`src/rtl/menu_buf_pkg.sv`:
```
// Shared types and defaults for the menu/text character buffer and the
// writers that target it (arbiter, config-menu writer, status-line writer).
package menu_buf_pkg;

    typedef enum logic [1:0] {
        ARB    = 2'd0,
        LOCKED = 2'd1,
        CLEAR  = 2'd2
    } arb_state_t;

    localparam int MENU_COLS     = 80;
    localparam int MENU_ROWS     = 10;
    localparam int NUM_REQ_DEF   = 3;
    localparam int ADDR_W_DEF    = 10;
    localparam int DATA_W_DEF    = 8;
    localparam int BUF_DEPTH_DEF = MENU_COLS * MENU_ROWS;
    localparam int CNT_W         = 16;
    localparam logic [7:0] FILL_CHAR_DEF = 8'h20;

    // Linear buffer address of a row/column position on the menu screen.
    function automatic logic [ADDR_W_DEF-1:0] menu_addr(input int unsigned row,
                                                        input int unsigned col);
        return ADDR_W_DEF'(row * MENU_COLS + col);
    endfunction

endpackage

```
`src/rtl/menu_buf_arbiter_rr_pick.sv`:
```
// rr_pick: combinational round-robin selector. Returns the first set bit of
// valid_i at or after ptr_i (wrapping at NUM_REQ) as a one-hot grant and index.
module rr_pick #(
    parameter int NUM_REQ = 3,
    parameter int IDX_W   = 2
) (
    input  logic [NUM_REQ-1:0] valid_i,
    input  logic [IDX_W-1:0]   ptr_i,
    output logic [NUM_REQ-1:0] grant_o,
    output logic [IDX_W-1:0]   idx_o,
    output logic               any_o
);

    // Scan offsets from farthest to nearest so the nearest valid writer wins.
    always_comb begin
        int cand;
        grant_o = '0;
        idx_o   = '0;
        any_o   = 1'b0;
        cand    = 0;
        for (int k = NUM_REQ - 1; k >= 0; k--) begin
            cand = int'(ptr_i) + k;
            if (cand >= NUM_REQ) begin
                cand = cand - NUM_REQ;
            end
            if (valid_i[cand]) begin
                grant_o       = '0;
                grant_o[cand] = 1'b1;
                idx_o         = IDX_W'(cand);
                any_o         = 1'b1;
            end
        end
    end

endmodule

```
`src/rtl/menu_buf_arbiter.sv`:
```
// menu_buf_arbiter: round-robin write arbiter with burst lock and a built-in
// clear sequencer in front of the menu/text buffer BRAM write port.
// Optional feature macro: MENU_ARB_STATS_EN adds per-writer 16-bit saturating
// counters of in-range writes on grant_cnt_out.
module menu_buf_arbiter
    import menu_buf_pkg::*;
#(
    parameter int NUM_REQ   = NUM_REQ_DEF,
    parameter int ADDR_W    = ADDR_W_DEF,
    parameter int DATA_W    = DATA_W_DEF,
    parameter int BUF_DEPTH = BUF_DEPTH_DEF,
    parameter logic [DATA_W-1:0] FILL_CHAR = DATA_W'(FILL_CHAR_DEF)
) (
    input  logic                      clk_in,
    input  logic                      rst_n_in,
    input  logic [NUM_REQ-1:0]        req_valid_in,
    input  logic [NUM_REQ-1:0]        req_lock_in,
    input  logic [NUM_REQ*ADDR_W-1:0] req_addr_in,
    input  logic [NUM_REQ*DATA_W-1:0] req_data_in,
    output logic [NUM_REQ-1:0]        req_ready_out,
    input  logic                      clear_start_in,
    output logic                      clear_busy_out,
    output logic                      buf_we_out,
    output logic [ADDR_W-1:0]         buf_addr_out,
    output logic [DATA_W-1:0]         buf_data_out,
    output logic                      addr_err_out
`ifdef MENU_ARB_STATS_EN
    ,
    output logic [NUM_REQ*CNT_W-1:0]  grant_cnt_out
`endif
);

    localparam int IDX_W = $clog2(NUM_REQ);
    localparam logic [ADDR_W-1:0] LAST_ADDR = ADDR_W'(BUF_DEPTH - 1);
    localparam logic [ADDR_W:0]   DEPTH_EXT = (ADDR_W + 1)'(BUF_DEPTH);

    arb_state_t         state_q, state_d;
    logic [IDX_W-1:0]   rr_ptr_q, rr_ptr_d;
    logic [IDX_W-1:0]   owner_q, owner_d;
    logic               clear_pending_q, clear_pending_d;
    logic               clear_tail_q, clear_tail_d;
    logic [ADDR_W-1:0]  clr_addr_q, clr_addr_d;

    logic               buf_we_q, buf_we_d;
    logic [ADDR_W-1:0]  buf_addr_q, buf_addr_d;
    logic [DATA_W-1:0]  buf_data_q, buf_data_d;
    logic               addr_err_q, addr_err_d;

    logic [ADDR_W-1:0]  addr_arr [NUM_REQ];
    logic [DATA_W-1:0]  data_arr [NUM_REQ];
    logic [NUM_REQ-1:0] elig_mask;
    logic [NUM_REQ-1:0] pick_valid;
    logic [NUM_REQ-1:0] grant;
    logic [IDX_W-1:0]   win_idx;
    logic [IDX_W-1:0]   win_next;
    logic               xfer;
    logic [ADDR_W-1:0]  win_addr;
    logic [DATA_W-1:0]  win_data;
    logic               win_lock;
    logic               in_range;
    logic               start_acc;
    logic               clr_last;

    genvar gi;
    generate
        for (gi = 0; gi < NUM_REQ; gi++) begin : g_unpack
            assign addr_arr[gi] = req_addr_in[gi*ADDR_W +: ADDR_W];
            assign data_arr[gi] = req_data_in[gi*DATA_W +: DATA_W];
        end
    endgenerate

    rr_pick #(
        .NUM_REQ (NUM_REQ),
        .IDX_W   (IDX_W)
    ) u_rr_pick (
        .valid_i (pick_valid),
        .ptr_i   (rr_ptr_q),
        .grant_o (grant),
        .idx_o   (win_idx),
        .any_o   (xfer)
    );

    assign win_addr  = addr_arr[win_idx];
    assign win_data  = data_arr[win_idx];
    assign win_lock  = req_lock_in[win_idx];
    assign in_range  = ({1'b0, win_addr} < DEPTH_EXT);
    assign win_next  = (win_idx == IDX_W'(NUM_REQ - 1)) ? '0 : win_idx + 1'b1;
    assign clr_last  = (clr_addr_q == LAST_ADDR);
    // A start pulse during an active or finishing clear is ignored.
    assign start_acc = clear_start_in & ~clear_busy_out;

    assign req_ready_out  = grant;
    assign clear_busy_out = clear_pending_q | clear_tail_q;
    assign buf_we_out     = buf_we_q;
    assign buf_addr_out   = buf_addr_q;
    assign buf_data_out   = buf_data_q;
    assign addr_err_out   = addr_err_q;

    // State register: FSM state, round-robin pointer, lock owner, clear tracking.
    always_ff @(posedge clk_in) begin
        if (!rst_n_in) begin
            state_q         <= ARB;
            rr_ptr_q        <= '0;
            owner_q         <= '0;
            clear_pending_q <= 1'b0;
            clear_tail_q    <= 1'b0;
            clr_addr_q      <= '0;
        end else begin
            state_q         <= state_d;
            rr_ptr_q        <= rr_ptr_d;
            owner_q         <= owner_d;
            clear_pending_q <= clear_pending_d;
            clear_tail_q    <= clear_tail_d;
            clr_addr_q      <= clr_addr_d;
        end
    end

    // Next-state logic: grant/lock transitions and the clear walk.
    always_comb begin
        state_d         = state_q;
        rr_ptr_d        = rr_ptr_q;
        owner_d         = owner_q;
        clr_addr_d      = '0;
        clear_pending_d = clear_pending_q | start_acc;
        clear_tail_d    = 1'b0;
        case (state_q)
            ARB, LOCKED: begin
                if (xfer) begin
                    rr_ptr_d = win_next;
                    if (win_lock) begin
                        state_d = LOCKED;
                        owner_d = win_idx;
                    end else if (clear_pending_q || start_acc) begin
                        state_d = CLEAR;
                    end else begin
                        state_d = ARB;
                    end
                end else if (state_q == ARB && (clear_pending_q || start_acc)) begin
                    state_d = CLEAR;
                end
            end
            CLEAR: begin
                if (clr_last) begin
                    state_d         = ARB;
                    clear_pending_d = 1'b0;
                    clear_tail_d    = 1'b1;
                end else begin
                    clr_addr_d = clr_addr_q + 1'b1;
                end
            end
            default: state_d = ARB;
        endcase
    end

    // Output logic: who may be granted now, and what the BRAM port sees next.
    always_comb begin
        elig_mask = '0;
        case (state_q)
            ARB:     elig_mask = clear_pending_q ? '0 : '1;
            LOCKED: begin
                elig_mask          = '0;
                elig_mask[owner_q] = 1'b1;
            end
            default: elig_mask = '0;
        endcase
        pick_valid = req_valid_in & elig_mask;

        buf_we_d   = 1'b0;
        buf_addr_d = buf_addr_q;
        buf_data_d = buf_data_q;
        addr_err_d = 1'b0;
        if (state_q == CLEAR) begin
            buf_we_d   = 1'b1;
            buf_addr_d = clr_addr_q;
            buf_data_d = FILL_CHAR;
        end else if (xfer) begin
            if (in_range) begin
                buf_we_d   = 1'b1;
                buf_addr_d = win_addr;
                buf_data_d = win_data;
            end else begin
                addr_err_d = 1'b1;
            end
        end
    end

    // BRAM write-port registers (one cycle after the accepted beat).
    always_ff @(posedge clk_in) begin
        if (!rst_n_in) begin
            buf_we_q   <= 1'b0;
            buf_addr_q <= '0;
            buf_data_q <= '0;
            addr_err_q <= 1'b0;
        end else begin
            buf_we_q   <= buf_we_d;
            buf_addr_q <= buf_addr_d;
            buf_data_q <= buf_data_d;
            addr_err_q <= addr_err_d;
        end
    end

`ifdef MENU_ARB_STATS_EN
    generate
        for (gi = 0; gi < NUM_REQ; gi++) begin : g_stats
            logic [CNT_W-1:0] cnt_q;
            // Saturating count of this writer's in-range writes.
            always_ff @(posedge clk_in) begin
                if (!rst_n_in) begin
                    cnt_q <= '0;
                end else if (grant[gi] && in_range && (cnt_q != '1)) begin
                    cnt_q <= cnt_q + 1'b1;
                end
            end
            assign grant_cnt_out[gi*CNT_W +: CNT_W] = cnt_q;
        end
    endgenerate
`endif

endmodule
```
`config.mk`:
```
export PLATFORM = sky130hd
export DESIGN_NAME = menu_buf_arbiter
export DESIGN_NICKNAME = d
export VERILOG_FILES = /design/src/rtl/menu_buf_pkg.sv /design/src/rtl/menu_buf_arbiter_rr_pick.sv /design/src/rtl/menu_buf_arbiter.sv
export SDC_FILE = /design/constraint.sdc
export NUM_CORES = 1
export LEC_CHECK = 0
export BUFFER_PORTS_ARGS = -buffer_cell sky130_fd_sc_hd__buf_2
export CAP_MARGIN = 20
export CORE_AREA = 2 2 73 75
export DETAILED_ROUTE_END_ITERATION = 6
export DIE_AREA = 0 0 75 77
export GPL_TIMING_DRIVEN = 0
export PLACE_DENSITY = 0.88
export SETUP_SLACK_MARGIN = 0.5
export SLEW_MARGIN = 20
export SYNTH_ARGS = -nofsm -noshare
export SYNTH_HDL_FRONTEND = slang
export SYNTH_HIERARCHICAL = 1
export SYNTH_SLANG_ARGS = --single-unit
```
`constraint.sdc`:
```
create_clock -name clk_in -period 3.86 [get_ports clk_in]
set_input_delay 0.772 -clock clk_in [delete_from_list [all_inputs] [get_ports clk_in]]
set_output_delay 0.772 -clock clk_in [all_outputs]
set_load 0.01 [all_outputs]
```
==> results.md <==
- Leak: between 1 and 1.5 nW
- Grt total ovfl: 0
- Synth Instances: around 290
- Fmax: around 0.3 GHz
- Synth Cell Area: 0.002415 sq mm
- Post-synth ARST share: 0%
- Total negative slack: 0 ps
- Critical Path AT: 3560 ps
- Relative slew slack: around 65%
- WHS Endpoint: clr_addr_q[0]
- Vias: ~2700
- Top post-synthesis cells by area: dfxtp_1 32%, mux2i_1 9.9%, nor2_1 5.4%
- Share of layout cells above drive strength 1: between 30% and 40%
- Commonest register cell after synthesis: dfxtp_1
- Tightest Hold Check Type: reg -> reg
- GPL Wtd Cong: 0.8516
- Initial DRC Count: 160
- Compound-gate portion of the synthesized area: 25.39%
- Slew @ Worst Pin: around 530 ps
- CP max FO: 10
- Most common cell in the synthesized netlist: dfxtp_1
- DP Worst Slack: between 150 and 200 ps
- Hold Crit Depth: 1
- Post-synth top cells: 38 x dfxtp_1, 35 x nor2_1, 26 x a21oi_1
- Power Density: 729.7 mW/mm^2
- Num CTS Buffers: 5
- FF-to-FF End: buf_addr_out[0]
- Crit path time final: between 3000 and 4000 ps
- H-tree lvl count: 2
- Die Span X: roughly 75 um
- Final Max Tran Viols: 0
- Worst-case clock buffer depth: 2
- FF+latch count, synth: 38
- Core region area: between 0.004 and 0.005 sq mm
- DP Cell Count: roughly 440
- RSZ-0062 raised after global routing: true
- DRT Wirelength: about 7.6 mm
- DRT antenna net count: 0
- Worst setup SP type: register
- Post-synthesis mux area share: a little under an eighth
- Period utilisation layout: between 80 and 90%
- EDFF count, synth: 0
- Largest family of logic cells by synthesized area: compound AO/OA/AOI/OAI gates
- Placed wire-length estimate: ~5 mm
- R2R cell count: 13
- Worst setup margin: ~500 ps
- Nets: between 400 and 500
- N_diodes: 0
- Critical setup path kind: reg -> reg
- GRT Total Usage: roughly 24%
- Layout area overhead: 36.11%
- Status: complete, no violations
- Fin cells: between 400 and 500
- Setup violators final: 0
- DRC errors left: 0
- Yosys cell types: approximately 50
- Post-Synth Adder-Cell Area: 2.591%
- Data required time of the critical path: around 4100 ps
- Synthesized net count: between 300 and 400
- DRT Pass-1 Iters: 5
- Detail-routed via count per cell: between 5 and 6
- FP Rows: 26
- Worst skew pair latency: 290 ps
- Largest net degree at the start of global routing: 11
- Max-cap check violation count: 0
- Post-Syn Area per Cell: ~8.4 sq um
- CTS tree: done
- Top Ports: 87
- Share of the synthesized area in the top cell type: between 30% and 40%
- Final core utilization: approximately two thirds
- Max VDD drop: about 0.44 mV
- Initial Util: around half
- Clock transition at path regs: around 70 ps
- Sink Count: 38
- Vias in the first global route: 2504
- Die height: ~77 um
- Reg2reg start: rr_ptr_q[0]
- Port bufs: 85
- Yosys warning count: 6
- Clock Skews: about 5.5 ps
- First-pass GRT wire length: ~11 mm
- Die area: 0.005775 sq mm
- Number of antenna violations at the first check in global routing: 0
- Worst setup EP type: register
- PnR Total Power: 2.398 mW
- Synth Area in XOR/XNOR: 2.902%
- Final Hold Viols: 0
- Worst hold path startpoint: clr_addr_q[0]
- Simple-Gate Fraction of Synth Area: between 10% and 20%
- Avg WL per Cell: ~17 um
- Clock root cell: clkbuf_8
- Post-synthesis sequential area ratio: a little under a third
- Post-synth top area cell: dfxtp_1
- Setup slack, reg-to-reg: around 500 ps
==> area by class of cell <==
type | instances | area (sq um)
clock buffer | 7 | 76.32
sequential | 38 | 765.7
timing repair buffer | 95 | 513.0
multi-input combinational | 219 | 1682
inverter | 11 | 41.29
fill | 403 | 1690
buffer | 20 | 121.4
tap | 70 | 87.58
==> report_power, final <==
part	total, mW	switching, mW	leakage (nW)	internal (mW)
combinational	1.57	0.903	0.967	0.667
clock	0.252	0.128	0.0383	0.124
sequential	0.576	0.0802	0.312	0.495
total	2.40	1.11	1.32	1.29
==> layer usage <==
metal | up-vias | GRT usage [%] | part of all wire [%]
li1 | 1264 | - | -
met1 | 1268 | 28.27 | 36
met2 | 132 | 42.28 | 53
met3 | 30 | 6.702 | 7.3
met4 | 0 | 6.786 | 4.3
met5 | - | 0 | 0
==> per-stage QoR <==
stage	instance area, sq um	hold WS [ps]
2_1_floorplan	2420	441.1
3_3_place_gp	2933	456.0
3_5_place_dp	2933	478.0
4_1_cts	3093	489.0
5_1_grt	3287	505.3
6_report	3287	484.3
==> cell usage in the layout (no fill, tap or decap), types with 9 or more instances in the layout <==
| master | instances |
|---|---|
| a21oi_1 | 26 |
| mux2i_1 | 18 |
| dfxtp_1 | 36 |
| clkbuf_1 | 12 |
| nand3_1 | 16 |
| inv_1 | 11 |
| buf_4 | 10 |
| nand2_1 | 10 |
| nor2_1 | 35 |
| o22ai_1 | 9 |
| a211oi_1 | 9 |
| o211ai_1 | 9 |
| buf_2 | 87 |
==> worst max-delay path by stage <==
stage / slack (ps) / endpoint / from
after detailed placement: 160 / buf_data_out[5] / req_valid_in[2]
after CTS: 510 / buf_addr_out[0] / owner_q[0]
after global placement: 200 / buf_data_out[5] / req_valid_in[2]
after floorplan: 610 / buf_addr_out[4] / req_valid_in[2]
after global routing: 400 / buf_addr_out[0] / rr_ptr_q[0]
final: 500 / buf_addr_out[0] / rr_ptr_q[0]
==> sequential cells by signal, indices dropped and copies added (netlist names) <==
register,count
buf_we_out,1
buf_addr_out,10
clear_pending_q,1
addr_err_out,1
clr_addr_q,10
clear_tail_q,1
rr_ptr_q,2
buf_data_out,8
owner_q,2
state_q,2
==> cell families (layout without fill, tap and decap cells) <==
kind of cell,Yosys count,after routing
flops,38,38
simple gates,93,93
buf+inv,31,133
fa+ha+maj,5,5
mux,27,27
compound gates,86,86
xor+xnor,8,8
==> critical path: stages (launching register included) <==
cell       delay [ps]
dfxtp_2           370
inv_1              70
ha_1              280
buf_2             170
nor2b_1           140
o211ai_1          300
a2bb2oi_2         240
o22ai_4           160
nor2b_4           160
buf_6             160
o2bb2ai_4         160
o311a_4           430
or4_4             520
o211ai_1          100
==> what timing repair did <==
action / 4_1_cts / 5_1_grt
pin swaps: 2 / 9
resized for setup: 11 / 22
hold buffers: 0 / 0
setup endpoints to repair: 16 / 18
setup buffers: 2 / 8
No activity file was read; power rests on OpenSTA's default activity.
